## src/rtl/prefetch_queue.sv

```systemverilog
// Instruction prefetch queue: fetches sequential bytes from a 1-cycle-latency RAM
// into a DEPTH-byte FIFO and presents the head byte and its address to the decoder.
module prefetch_queue #(
    parameter int DEPTH    = 6,
    parameter int ADDR_W   = 8,
    parameter int DATA_W   = 8,
    parameter int RESET_IP = 0
) (
    input  logic              clk,
    input  logic              rst,
    output logic [ADDR_W-1:0] mem_addr,
    output logic              mem_rd,
    input  logic [DATA_W-1:0] mem_data,
    input  logic              flush,
    input  logic [ADDR_W-1:0] flush_addr,
    input  logic              deq,
    output logic              q_valid,
    output logic [DATA_W-1:0] q_data,
    output logic [ADDR_W-1:0] q_ip,
    output logic [3:0]        q_count
);
    localparam int                PTR_W      = (DEPTH > 1) ? $clog2(DEPTH) : 1;
    localparam logic [ADDR_W-1:0] RESET_ADDR = ADDR_W'(RESET_IP);
    localparam logic [PTR_W-1:0]  LAST_PTR   = PTR_W'(DEPTH - 1);

    logic [DATA_W-1:0] mem_q [0:(1<<PTR_W)-1];
    logic [PTR_W-1:0]  rd_ptr_q, rd_ptr_d;
    logic [PTR_W-1:0]  wr_ptr_q, wr_ptr_d;
    logic [3:0]        count_q, count_d;
    logic              pending_q, pending_d;
    logic [ADDR_W-1:0] fetch_addr_q, fetch_addr_d;
    logic [ADDR_W-1:0] q_ip_q, q_ip_d;
    logic              issue, push, pop;

    function automatic logic [PTR_W-1:0] ptr_inc(input logic [PTR_W-1:0] p);
        return (p == LAST_PTR) ? '0 : p + PTR_W'(1);
    endfunction

    // Space is reserved for the in-flight byte, so a returning read always fits.
    assign issue = !rst && !flush && (({1'b0, count_q} + 5'(pending_q)) < 5'(DEPTH));
    assign push  = pending_q && !flush;
    assign pop   = deq && (count_q != 4'd0) && !flush;

    always_comb begin
        count_d      = count_q;
        pending_d    = issue;
        rd_ptr_d     = rd_ptr_q;
        wr_ptr_d     = wr_ptr_q;
        fetch_addr_d = fetch_addr_q;
        q_ip_d       = q_ip_q;
        if (flush) begin
            count_d      = '0;
            rd_ptr_d     = '0;
            wr_ptr_d     = '0;
            fetch_addr_d = flush_addr;
            q_ip_d       = flush_addr;
        end else begin
            count_d = count_q + {3'b000, push} - {3'b000, pop};
            if (push) begin
                wr_ptr_d = ptr_inc(wr_ptr_q);
            end
            if (pop) begin
                rd_ptr_d = ptr_inc(rd_ptr_q);
                q_ip_d   = q_ip_q + ADDR_W'(1);
            end
            if (issue) begin
                fetch_addr_d = fetch_addr_q + ADDR_W'(1);
            end
        end
    end

    always_ff @(posedge clk or posedge rst) begin
        if (rst) begin
            count_q      <= '0;
            pending_q    <= 1'b0;
            rd_ptr_q     <= '0;
            wr_ptr_q     <= '0;
            fetch_addr_q <= RESET_ADDR;
            q_ip_q       <= RESET_ADDR;
        end else begin
            count_q      <= count_d;
            pending_q    <= pending_d;
            rd_ptr_q     <= rd_ptr_d;
            wr_ptr_q     <= wr_ptr_d;
            fetch_addr_q <= fetch_addr_d;
            q_ip_q       <= q_ip_d;
        end
    end

    always_ff @(posedge clk) begin
        if (push) begin
            mem_q[wr_ptr_q] <= mem_data;
        end
    end

    assign mem_rd   = issue;
    assign mem_addr = fetch_addr_q;
    assign q_valid  = (count_q != 4'd0);
    assign q_data   = q_valid ? mem_q[rd_ptr_q] : '0;
    assign q_ip     = q_ip_q;
    assign q_count  = count_q;

    assert property (@(posedge clk) disable iff (rst) count_q <= 4'(DEPTH));

endmodule

```

## config.mk

```make
export PLATFORM = sky130hd
export DESIGN_NAME = prefetch_queue
export DESIGN_NICKNAME = d
export VERILOG_FILES = /design/src/rtl/prefetch_queue.sv
export SDC_FILE = /design/constraint.sdc
export NUM_CORES = 1
export LEC_CHECK = 0
export CORE_UTILIZATION = 50
export CTS_CLUSTER_DIAMETER = 80
export DETAILED_ROUTE_END_ITERATION = 10
export GPL_ROUTABILITY_DRIVEN = 0
export PLACE_DENSITY = 0.73
export SLEW_MARGIN = 0
export SYNTH_ARGS = -nofsm -noshare
export SYNTH_HDL_FRONTEND = slang
export SYNTH_SLANG_ARGS = --single-unit
```

## constraint.sdc

```tcl
create_clock -name clk -period 8.1 [get_ports clk]
set_clock_uncertainty 0.2 [all_clocks]
set_input_delay 0.81 -clock clk [delete_from_list [all_inputs] [get_ports clk]]
set_output_delay 0.81 -clock clk [all_outputs]
set_load 0.05 [all_outputs]
```

==> impl_metrics.json <==
{
  "outcome": "complete, no violations",
  "cts_setup_buffers": 0,
  "tns_ns": 0,
  "drive_above_1_share_pct": 12.87,
  "path_class": "register to output pin",
  "whs_endpoint": "wr_ptr_q[0]",
  "wire_per_inst_um": 17.76,
  "nets": 360,
  "synthArstFlopShare_pct": 29.67,
  "yosys_warnings": 0,
  "power_density_nw_per_um2": 302.8,
  "ctsHoldBuffers": 0,
  "yosysSeqAreaShare_pct": 63.45,
  "cts_resized": 0,
  "finalCritPeriodShare_pct": 52.03,
  "final_common_cell": "edfxtp_1",
  "start_kind": "register",
  "num_rows": 32,
  "grt_use_total_pct": 19.63,
  "ys_types": 42,
  "die_y_um": 92.49,
  "maxCapViolCount": 0,
  "drt-vias-per-instance": 5.555,
  "gr-total-overflow": 0,
  "finalSetupViolCount": 0,
  "rsz0062_at_grt": "no",
  "diodes": 0,
  "port_buffers": 49,
  "worstSkewPairLatency_ns": 0.36,
  "clk_pin_slew_ns": 0.09,
  "antenna_found_initial": 0,
  "grt_pass1_vias": 2327,
  "avgSynthCellArea_um2": 14.62,
  "first_iter_violations": 184,
  "worstRegToRegCells": 12,
  "cp.depth": 7,
  "grt_max_degree": 28,
  "cts_max_level": 3,
  "dp_hpwl_mm": 5.134,
  "routed_wl_mm": 7.742,
  "fmax_mhz": 237.3,
  "vdd_ir_drop_max_uv": 177.3,
  "drc": 0,
  "clock_sinks": 91,
  "nFillCells": 602,
  "die_x_um": 92.49,
  "r2r_end": "q_count[2]",
  "finalCriticalPeriod_ns": 4.215,
  "path_cells": "and2_1, ha_1, nand2b_1, a31oi_1, or3_1, nor2_1, clkdlybuf4s50_1",
  "cts-root-buf": "clkbuf_8",
  "synth_nets": 311,
  "critPathTopFamily": "simple AND/OR/NAND/NOR gates",
  "hp-class": "register to register",
  "synth_edf_count": 64,
  "worstMarginPinSlew_ns": 1.085,
  "grt_pass1_wl_mm": 12.43,
  "slew_viol_final": 0,
  "via_count": 2422,
  "syn-cell-area_um2": 4094,
  "ioPinCount": 50,
  "crit_buf_inv": 1,
  "max_stage_delay_ns": 0.82,
  "most-common-layout-cells": "edfxtp_1 (64), clkdlybuf4s50_1 (49), nor2_1 (31)",
  "drtPass1Iterations": 4,
  "worstPathMaxFanout": 12,
  "yosys_register_bits": 91,
  "crit_path_top_delay_cell": "clkdlybuf4s50_1",
  "postSynthCellCount": 280,
  "min_from": "wr_ptr_q[0]",
  "cts_buffer_depth": 2,
  "rrSetupSlack_ns": 4.95,
  "cts_buffers": 9,
  "arrival_ns": 3.20,
  "p_leak_nw": 1.694,
  "synth-main-ff-cell": "edfxtp_1",
  "holdPathStages": 2,
  "slew_headroom_pct": 27.65,
  "hold_violations": 0,
  "cts_tree": "built",
  "antenna_left": 0,
  "fp.coreArea_um2": 7807,
  "power.total_w": 0.001477,
  "syn2layout_area_growth_pct": 19.13,
  "timing.rr.start": "q_count[2]",
  "initial_core_util_pct": 52.44,
  "die_area_um2": 8553,
  "setup.worst_path.end_class": "output pin",
  "crit_required_ns": 7.09
}
-- Yosys cell counts, types with 4 or more instances --
cell type | count | area (µm²)
a21oi_1 | 9 | 45.04
a31oi_1 | 4 | 25.02
buf_2 | 4 | 20.02
clkbuf_1 | 6 | 22.52
dfrtp_1 | 27 | 675.7
edfxtp_1 | 64 | 1922
ha_1 | 10 | 125.1
inv_1 | 8 | 30.03
mux2i_1 | 9 | 90.09
mux4_2 | 16 | 360.4
nand2_1 | 7 | 26.28
nand2b_1 | 7 | 43.79
nand3_1 | 8 | 40.04
nand4_1 | 5 | 31.28
nor2_1 | 31 | 116.4
o31ai_1 | 8 | 60.06
xnor2_1 | 6 | 52.55
xor2_1 | 6 | 52.55
-- registers in the layout, indices dropped and copies added, names as in the netlist --
signal / flops
mem_addr: 8
mem_q: 64
pending_q: 1
q_count: 4
q_ip: 8
rd_ptr_q: 3
wr_ptr_q: 3
-- logic make-up (layout without fill, tap and decap cells) --
family	count (synthesis)	after routing	synth area share [%]
AOI/OAI and AO/OA	31	31	5.165
xor gates and xnor gates	12	12	2.567
adders and majority gates	11	11	3.545
buffers and inverters	23	77	2.781
DFF	91	91	63.45
muxes	26	26	11.28
and+or+nand+nor	86	86	11.22
-- per-stage QoR --
step | hold WS (ns) | util, % | instances | instance area, µm² | worst slack, ns
2_1_floorplan | 0.3037 | - | 280 | 4094 | 4.582
3_3_place_gp | 0.3654 | 59.62 | 420 | 4654 | 4.255
3_5_place_dp | 0.3772 | 59.62 | 420 | 4654 | 4.254
4_1_cts | 0.3928 | 62.47 | 436 | 4877 | 3.885
5_1_grt | 0.4140 | 62.47 | 436 | 4877 | 3.721
6_report | 0.3959 | 62.47 | 436 | 4877 | 3.885
-- layout make-up --
cell class,count,area [µm²],share of cell area [%]
multi-input cells,166,1383,28.35
repair buffers,52,513.0,10.52
clock buffers,9,123.9,2.540
clock inverters,7,98.84,2.027
well taps,102,127.6,2.617
inverters,9,33.78,0.6927
flip-flops and latches,91,2597,53.26
-- worst reg2reg max path, stage by stage (launching register included) --
cell and delay, ns:
dfrtp_1 0.45, inv_1 0.11, ha_1 0.15, nor3b_4 0.50, inv_2 0.21, nand2_2 0.19, nor2_1 0.08, ha_1 0.28
inv_1 0.04, ha_1 0.20, fa_1 0.39, xnor2_1 0.18, nor2_1 0.05
-- per-layer routing --
layer | part of all wire (%) | vias up | track usage (%)
li1 | - | 1154 | -
met2 | 50 | 60 | 30.37
met3 | 4.5 | 4 | 4.269
met1 | 45 | 1204 | 28.34
met5 | 0 | - | 0
met4 | 0.61 | 0 | 5.208
-- how the worst max path moves through the flow --
stage / startpoint / end
detailed placement: rst / mem_rd
floorplan: q_count[0] / mem_rd
CTS: pending_q / mem_rd
global placement: rst / mem_rd
finish: pending_q / mem_rd
global route: pending_q / mem_rd
-- report_power, final --
part	total, W	leakage [nW]	switching [W]	internal [W]
sequential	0.000595	0.905	0.0000649	0.000530
clock	0.000343	0.116	0.000165	0.000177
combinational	0.000540	0.672	0.000322	0.000218
total	0.00148	1.69	0.000552	0.000925
Note: power is estimated with default switching activity, not from simulation.
==> RTL change (same flow settings) <==
`ADDR_W`: 8 -> 9.
--- a/src/rtl/prefetch_queue.sv
+++ b/src/rtl/prefetch_queue.sv
@@ -3,5 +3,5 @@
 module prefetch_queue #(
     parameter int DEPTH    = 6,
-    parameter int ADDR_W   = 8,
+    parameter int ADDR_W   = 9,
     parameter int DATA_W   = 8,
     parameter int RESET_IP = 0
Interface: changed (resized flush_addr, mem_addr and q_ip); port bits go from 50 to 53. No check against the original RTL was run, so the function may have changed too.
==> RTL change against the original RTL <==
Final area is 2.7% higher; global-route usage shrank 0.099 points; worst setup slack better by 0.20 ns; via count shrank 0.21%; critical path depth fell by 3; largest cell class unchanged; worst hold slack lost 0.014 ns; highest routed layer unchanged; fmax grew 5.0%; wire length rose by 0.41%; critical path type unchanged; critical endpoint is now q_data[2]; area after synthesis grew 2.3%; sequential cell count up 2; power rose by 0.56%; synthesized cell count is 1.1% lower.
==> RTL change: results (changes against the original RTL) <==
final_layout:
  inverters_excl_clock: 11  # was 9
  drive_gt1_frac: 0.166  # was 0.129
  clock_cell_area_share: 0.0400  # was 0.0457
  nNetsFinal: 365  # was 360
  nonClkBufAreaFrac: 0.108  # was 0.105
  multi_input_area_mm2: 0.00145  # was 0.00138 mm2
yosys:
  synth.area.top_cells: "edfxtp_1 46%, dfrtp_1 17%, mux4_2 8.6%"  # was edfxtp_1 47%, dfrtp_1 17%, mux4_2 8.8%
  synthAdderAreaFrac: 0.0347  # was 0.0355
  synth_cell_types: 44  # was 42
  synth-seq-cells: 93  # was 91
  muxShareOfSynthArea: 0.139  # was 0.113
  synth_xor_area_frac: 0.0394  # was 0.0257
  ys_seq_area_frac: 0.632  # was 0.634
  ys_async_sr_fraction: 0.312  # was 0.297
critical_path:
  cp-endpoint: "q_data[2]"  # was mem_rd
  ff2ff_setup_slack_ns: 4.97  # was 4.95 ns
global_route:
  grtUsageTotal: 0.195  # was 0.196
  grt_pass1_vias: 2418  # was 2,327
  grt_max_degree: 30  # was 28
pwr:
  leakage_nw: 1.77  # was 1.69 nW
  power_frac_seq: 0.414  # was 0.403
  peakVddDrop_v: 0.000185  # was 0.000177 V
run_status:
  status: "complete, no violations"  # unchanged
routing:
  drt-initial-drc-count: 84  # was 184
  drt-wirelength-per-cell_um: 17.5  # was 17.8 um
sta:
  tightest_slew_ns: 1.11  # was 1.09 ns
  holdWs_ns: 0.382  # was 0.396 ns
placement:
  portBuffers: 52  # was 49
  hpwl_mm: 5.30  # was 5.13 mm
==> RTL change: cell types whose count changed after synthesis, moves of 4 or more <==
cell / unedited run / this run
xnor2_1: 6 / 11
o31a_1: 0 / 4
nand4_1: 5 / 1
mux2_2: 1 / 10
nor2_1: 31 / 22
nand2_1: 7 / 13
o31ai_1: 8 / 0
==> RTL change: through the flow <==
stage               setup WS [ns]  std cells  cell area [um2]
floorplan                    4.14        277             4190
global placement             4.21        427             4810
detailed placement           4.19        427             4810
CTS                          3.99        443             5010
global route                 3.86        443             5010
finish                       4.08        443             5010
==> RTL change: critical path: stages (launching register included) <==
cell and delay [ns]:
dfrtp_1 1.09, mux4_2 0.61, mux2i_1 0.14, nor2_1 0.07, clkdlybuf4s50_1 0.73
==> RTL change: routing by layer <==
layer  vias to the layer above  GRT usage  part of all wire
li1                       1141          -                 -
met1                      1208      0.247              0.44
met2                        60      0.325              0.49
met3                         8     0.0431             0.049
met4                         0     0.0833             0.013
met5                         -          0                 0
